**src/rtl/wallace_mul_pipe.sv**
```systemverilog
// Pipelined N x N Wallace-tree multiplier with per-operation signed/unsigned mode
// (Baugh-Wooley) and valid/ready handshakes on both sides.
module wallace_mul_pipe #(
  parameter int WIDTH = 8,
  parameter int TAG_W = 4
) (
  input  logic                 clk,
  input  logic                 rst_n,
  input  logic                 in_valid,
  output logic                 in_ready,
  input  logic [WIDTH-1:0]     in_a,
  input  logic [WIDTH-1:0]     in_b,
  input  logic                 in_signed,
  input  logic [TAG_W-1:0]     in_tag,
  output logic                 out_valid,
  input  logic                 out_ready,
  output logic [2*WIDTH-1:0]   out_prod,
  output logic [TAG_W-1:0]     out_tag
);

  localparam int PW   = 2 * WIDTH;
  localparam int MAXH = WIDTH + 2;

  typedef struct packed {
    logic [PW-1:0] sum;
    logic [PW-1:0] carry;
  } rows_t;

  // Upper bound on Wallace layers for the tallest column; extra layers are skipped.
  function automatic int wallace_layers(input int h0);
    int h;
    int n;
    h = h0;
    n = 0;
    while (h > 2) begin
      h = 2 * (h / 3) + h % 3;
      n++;
    end
    return n + 2;
  endfunction

  localparam int LAYERS = wallace_layers(WIDTH);

  // Column-wise bit matrix reduced layer by layer; column PW is a sink for carries
  // past the product width, which wrap out modulo 2^PW.
  function automatic rows_t wallace_reduce(input logic [WIDTH-1:0] a,
                                           input logic [WIDTH-1:0] b,
                                           input logic             sgn);
    logic [MAXH-1:0] cur [PW+1];
    logic [MAXH-1:0] nxt [PW+1];
    int              h   [PW+1];
    int              nh  [PW+1];
    int              k;
    int              maxh;
    logic            inv;
    logic            x, y, z;
    rows_t           r;

    for (int c = 0; c <= PW; c++) begin
      cur[c] = '0;
      nxt[c] = '0;
      h[c]   = 0;
      nh[c]  = 0;
    end

    // Baugh-Wooley: invert cross terms touching exactly one sign bit, add 2^W + 2^(2W-1).
    for (int i = 0; i < WIDTH; i++) begin
      for (int j = 0; j < WIDTH; j++) begin
        inv = sgn & ((i == WIDTH - 1) != (j == WIDTH - 1));
        cur[i+j][h[i+j]] = (a[j] & b[i]) ^ inv;
        h[i+j]++;
      end
    end
    cur[WIDTH][h[WIDTH]] = sgn;
    h[WIDTH]++;
    cur[PW-1][h[PW-1]] = sgn;
    h[PW-1]++;

    for (int l = 0; l < LAYERS; l++) begin
      maxh = 0;
      for (int c = 0; c < PW; c++) begin
        if (h[c] > maxh) maxh = h[c];
      end
      if (maxh > 2) begin
        for (int c = 0; c <= PW; c++) begin
          nxt[c] = '0;
          nh[c]  = 0;
        end
        for (int c = 0; c < PW; c++) begin
          k = 0;
          for (int g = 0; g < MAXH / 3 + 1; g++) begin
            if (h[c] - k >= 3) begin
              x = cur[c][k];
              y = cur[c][k+1];
              z = cur[c][k+2];
              nxt[c][nh[c]] = x ^ y ^ z;
              nh[c]++;
              nxt[c+1][nh[c+1]] = (x & y) | (x & z) | (y & z);
              nh[c+1]++;
              k += 3;
            end
          end
          if (h[c] - k == 2) begin
            x = cur[c][k];
            y = cur[c][k+1];
            nxt[c][nh[c]] = x ^ y;
            nh[c]++;
            nxt[c+1][nh[c+1]] = x & y;
            nh[c+1]++;
          end else if (h[c] - k == 1) begin
            nxt[c][nh[c]] = cur[c][k];
            nh[c]++;
          end
        end
        cur = nxt;
        h   = nh;
      end
    end

    for (int c = 0; c < PW; c++) begin
      r.sum[c]   = cur[c][0];
      r.carry[c] = cur[c][1];
    end
    return r;
  endfunction

  logic               v1_q, v2_q, v3_q;
  logic [WIDTH-1:0]   a1_q, b1_q;
  logic               s1_q;
  logic [TAG_W-1:0]   tag1_q, tag2_q, tag3_q;
  logic [PW-1:0]      sum2_q, carry2_q, prod3_q;
  rows_t              rows_d;
  logic [PW-1:0]      prod_d;
  logic               adv;

  assign adv      = !v3_q || out_ready;
  assign in_ready = adv;
  assign rows_d   = wallace_reduce(a1_q, b1_q, s1_q);
  assign prod_d   = sum2_q + carry2_q;

  // NOTE: sequential state uses non-blocking assignments so every stage samples
  // the pre-edge value of the stage before it.
  always_ff @(posedge clk) begin
    if (!rst_n) begin
      v1_q    <= 1'b0;
      v2_q    <= 1'b0;
      v3_q    <= 1'b0;
      prod3_q <= '0;
      tag3_q  <= '0;
    end else if (adv) begin
      v1_q <= in_valid;
      v2_q <= v1_q;
      v3_q <= v2_q;
      if (v2_q) begin
        prod3_q <= prod_d;
        tag3_q  <= tag2_q;
      end
    end
  end

  // NOTE: inner datapath registers have no reset; the valid bits alone decide
  // whether their contents are meaningful.
  always_ff @(posedge clk) begin
    if (adv && in_valid) begin
      a1_q   <= in_a;
      b1_q   <= in_b;
      s1_q   <= in_signed;
      tag1_q <= in_tag;
    end
    if (adv && v1_q) begin
      sum2_q   <= rows_d.sum;
      carry2_q <= rows_d.carry;
      tag2_q   <= tag1_q;
    end
  end

  assign out_valid = v3_q;
  assign out_prod  = prod3_q;
  assign out_tag   = tag3_q;

endmodule

```
**config.mk**
```make
export PLATFORM = sky130hd
export DESIGN_NAME = wallace_mul_pipe
export DESIGN_NICKNAME = d
export VERILOG_FILES = /design/src/rtl/wallace_mul_pipe.sv
export SDC_FILE = /design/constraint.sdc
export NUM_CORES = 1
export LEC_CHECK = 0
export BUFFER_PORTS_ARGS = -buffer_cell sky130_fd_sc_hd__buf_2
export CAP_MARGIN = 20
export CORE_UTILIZATION = 35
export DETAILED_ROUTE_END_ITERATION = 10
export PLACE_DENSITY = 0.54
export SETUP_SLACK_MARGIN = 0.3
export SYNTH_ARGS = -nofsm -noshare
export SYNTH_HDL_FRONTEND = slang
export SYNTH_SLANG_ARGS = --single-unit
```
**constraint.sdc**
```tcl
create_clock -name clk -period 6.3 [get_ports clk]
set_clock_uncertainty 0.2 [all_clocks]
set_input_delay 0.315 -clock clk [delete_from_list [all_inputs] [get_ports clk]]
set_output_delay 0.315 -clock clk [all_outputs]
set_load 0.1 [all_outputs]
```
### After elaboration in Yosys (flattened, before gate mapping)

Index checks and enable logic that the tools add are counted.

| operators by class | value |
|---|---|
| add/sub/neg operators | 1 |
| bitwise gates (word level) | 389 |
| reduce and logical (&&, ||, !) cells | 5 |

Operator list:

| cell | number |
|---|---|
| $and A1 B1 Y1 | 200 |
| $xor A1 B1 Y1 | 115 |
| $or A1 B1 Y1 | 74 |
| $add A16 B16 Y16 | 1 |
| $logic_and A1 B1 Y1 | 2 |
| $reduce_and A2 Y1 | 1 |
| $logic_not A1 Y1 | 1 |
| $logic_or A1 B1 Y1 | 1 |

| word-level totals | value |
|---|---|
| register bits after elaboration | 75 |
| bits of input ports | 25 |
| output and inout bits | 22 |
| logic and storage cells | 407 |

### Longest topological paths before layout

| logic depth | value |
|---|---|
| depth in word-level cells | 14 |
| depth in mapped cells | 9 |
| depth with buffers taken out | 8 |

### Least setup slack after synthesis

OpenSTA, ideal clock, no wires.

| timing path | value |
|---|---|
| path type | reg-to-reg |
| start | register s1_q |
| end | register carry2_q[10], data pin |
| library setup time | 269 ps |
| arrival time | 3012 ps |
| data required time | 5831 ps |
| setup slack | 2819 ps |
| stages on the path, launching flop included | 10 |
| buffers on the path | 2 |
| period minus slack after synthesis | 3481 ps |
| path through | edfxtp_1 > clkbuf_1 > buf_2 > xnor2_1 > fa_1 > inv_1 > fa_1 > inv_1 > fa_1 > fa_1 |

RTL lines:

| item | line | RTL |
|---|---|---|
| from (decl) | 129 | `logic s1_q;` |
| from (signal assigned) | 167 | `s1_q <= in_signed;` |
| to (signal assigned) | 172 | `carry2_q <= rows_d.carry;` |
| to (decl) | 131 | `logic [PW-1:0] sum2_q, carry2_q, prod3_q;` |

==> impl_metrics.csv <==
group,metric,value,unit
global_route,grtUsageMet2,0.2140,
global_route,grt_pass1_vias,2840,
sta,finalMaxSlewViolations,0,
die,die_h,115.5,µm
sta,rsz0062_at_grt,"false",
yosys,synth_area_leaders,"edfxtp_1 35%, fa_1 17%, dfxtp_1 10%, ha_1 9.7%, nand2_1 5.7%",
global_route,use_met1,0.1812,
run,maxCapViolCount,0,
yosys,synthTopCellsByCount,"68 x nand2_1, 52 x edfxtp_1, 38 x fa_1",
clock_network,cts_tree,"done",
yosys,synth_xor_area_frac,0.03692,
sta,maxSlewHeadroom,0.4631,
cells_and_area,drive_above_1_share,0.1478,
cells_and_area,final_core_util,0.4337,
clock_network,htree_levels,3,
placement,place_inst,594,
yosys,ys_warn_count,0,
die,row_count,41,
yosys,synth-seq-cells,75,
yosys,postSynthCellCount,387,
global_route,grt_max_degree,32,
setup_path,critPathCaptureType,"flop",
yosys,synth_compound_area_frac,0.07329,
yosys,synthesis.nets,485,
yosys,synth.most_common_cell,"nand2_1",
global_route,grt_antenna_before_repair,0,
clock_network,insertion_delay,0.34,ns
yosys,synth_top_area_frac,0.3465,
cells_and_area,final_area,5451,µm²
sta,worst_slew_pin_slew,0.8054,ns
placement,io_buffer_count,46,
placement,placed_cell_area,4907,µm²
global_route,gr-usage-all-layers,0.1375,
yosys,ys_types,39,
setup_path,cp-start-kind,"flop",
routing,vias,2807,
placement,globalplace.congestion,0.8259,
die,start_util,0.3586,
global_route,busiest_layer,"met2",
cells_and_area,area_delta_synth_final,20.96,%
setup_path,slowest_delay,0.87,ns
routing,wl_per_cell,12.79,µm
yosys,avgSynthCellArea,11.65,µm²
cells_and_area,antenna_cells,0,
clock_network,clock-sinks,75,
yosys,synth_top_family_by_area,"adder cells",
sta,hold_viol_final,0,
die,fp.dieW,115.5,µm
die,coreArea,12570,µm²
cells_and_area,nNetsFinal,553,
sta,period_share,0.5696,
setup_path,critPathRequiredTime,6.18,ns
placement,dp_hpwl,5884,µm
die,ios,47,
sta,hold_slack,0.2047,ns
yosys,syn_area,4507,µm²
global_route,grt_pass1_wl,13870,µm
setup_path,crit_chain,"xnor2_1 -> fa_1 -> inv_1 -> fa_1 -> inv_1 -> fa_1 -> fa_1",
clock_network,clockBufferDepth,2,
yosys,seq_area_frac_synth,0.4486,
sta,tns,0,ns
yosys,synth_flop_cell,"edfxtp_1",
sta,layout_min_cycle_time,3.589,ns
yosys,synth_fa_ha_area_frac,0.2660,
run_status,status,"complete, no violations",
routing,first_iter_violations,123,
sta,fmax,278.7,MHz
yosys,synth_enable_flop_cells,52,
yosys,async_reset_ff_frac,0,
yosys,yosys.area.top_type,"edfxtp_1",
global_route,grt_util_met3,0.03975,
setup_path,crit_path_max_fanout,16,
sta,setup_viol,0,
clock_network,clk_pin_slew,0.06,ns
clock_network,cts_resized,0,
sta,setup_ws,2.711,ns
clock_network,clockRootBuffer,"clkbuf_16",
power_and_ir_drop,power,1.618,mW
placement,dpl_worst_slack,2.689,ns
yosys,synthSimpleGateAreaFrac,0.1335,
routing,drc_errors,0,
routing,antenna_left,0,
global_route,grt_overflow,0,
routing,viasPerCell,4.441,
power_and_ir_drop,pwr_density_cell,296.7,nW/µm²
setup_path,critPathArrivalTime,3.47,ns
cells_and_area,fin_cells,632,
routing,drt_wl_total,8084,µm
setup_path,slowest_stage,"edfxtp_1",
setup_path,critPathMostFrequentCell,"fa_1",
power_and_ir_drop,cellLeakagePower,2.343,nW
routing,drtPass1Iterations,4,
setup_path,criticalPathCategory,"flop to flop",
die,die-area,13330,µm²
yosys,synth.area.mux_share,0,
clock_network,numCtsBuffers,9,
hold_path,holdCritPathClass,"input port to flop",
power_and_ir_drop,ir_drop,164.7,µV
## worst paths after layout
kind                        from                   endpoint  slack [ns]  depth (start not counted)
max               s1_q$_DFFE_PP_      carry2_q[7]$_DFFE_PP_        2.71                          7
min                        rst_n  out_prod[12]$_SDFFE_PN0P_        0.20                          3
max reg2reg       s1_q$_DFFE_PP_      carry2_q[7]$_DFFE_PP_        2.71                          7
min reg2reg  tag1_q[2]$_DFFE_PP_        tag2_q[2]$_DFFE_PP_        0.22                          0
## where the power goes
group          total (mW)  internal, mW  switching [mW]
Combinational       0.469         0.190           0.279
Clock               0.515         0.316           0.199
Sequential          0.634         0.604          0.0303
Total                1.62          1.11           0.508
## layer usage
layer,share of wire,wire length (µm)
met1,0.50,4076
met2,0.44,3557
met3,0.042,340
met4,0.014,110
met5,0,0
## state kept, by name, indices dropped and copies added, names as in the netlist, 4 cells and up
register and cells:
out_prod 16, sum2_q 16, carry2_q 11, a1_q 8, b1_q 8, out_tag 4, tag1_q 4, tag2_q 4
## timing repair
action | CTS | global route
buffers inserted | 0 | 0
hold endpoints to repair | 21 | 0
hold buffers | 21 | 0
## critical path, delay by kind of cell (launching register included)
family                     cells  cell delay, ns
xor gates and xnor gates       1            0.22
adders and majority gates      4            1.95
buffers and inverters          2            0.10
DFF                            1            0.87
## area by class of cell
class,instances,area [µm²]
fill,1170,7117
tap,172,215.2
inverter,36,135.1
sequential,75,2022
clock inverter,4,27.53
multi-input combinational,264,2297
clock buffer,12,279.0
timing repair buffer,69,475.5
## cells by family after synthesis
logic type / after synthesis
AO/OA/AOI/OAI: 47
XOR/XNOR: 19
adder cells (fa/ha/maj): 73
buffers and inverters: 48
flip-flops: 75
AND/OR/NAND/NOR: 125
## placed cells by master, fill, tap and decap left out, types with 2 or more instances in the layout
cell type       n
inv_6           2
buf_2          46
nor2_1          4
nor3_1          3
and2_1         30
dfxtp_1        23
nor2b_1         3
a211oi_1        2
o211ai_1        2
a21o_1          2
clkbuf_16      11
o21a_1          4
inv_1          36
xnor2_1        13
a21boi_0       13
edfxtp_1       52
ha_1           35
o211a_1         2
nand2_1        68
xor2_1          6
o31ai_1         2
dlygate4sd3_1  21
o21ai_0         7
fa_1           38
nand4_1         2
a21oi_1         7
clkinv_2        2
or3_1           3
nand3_1         6
(Power assumes the default switching activity.)
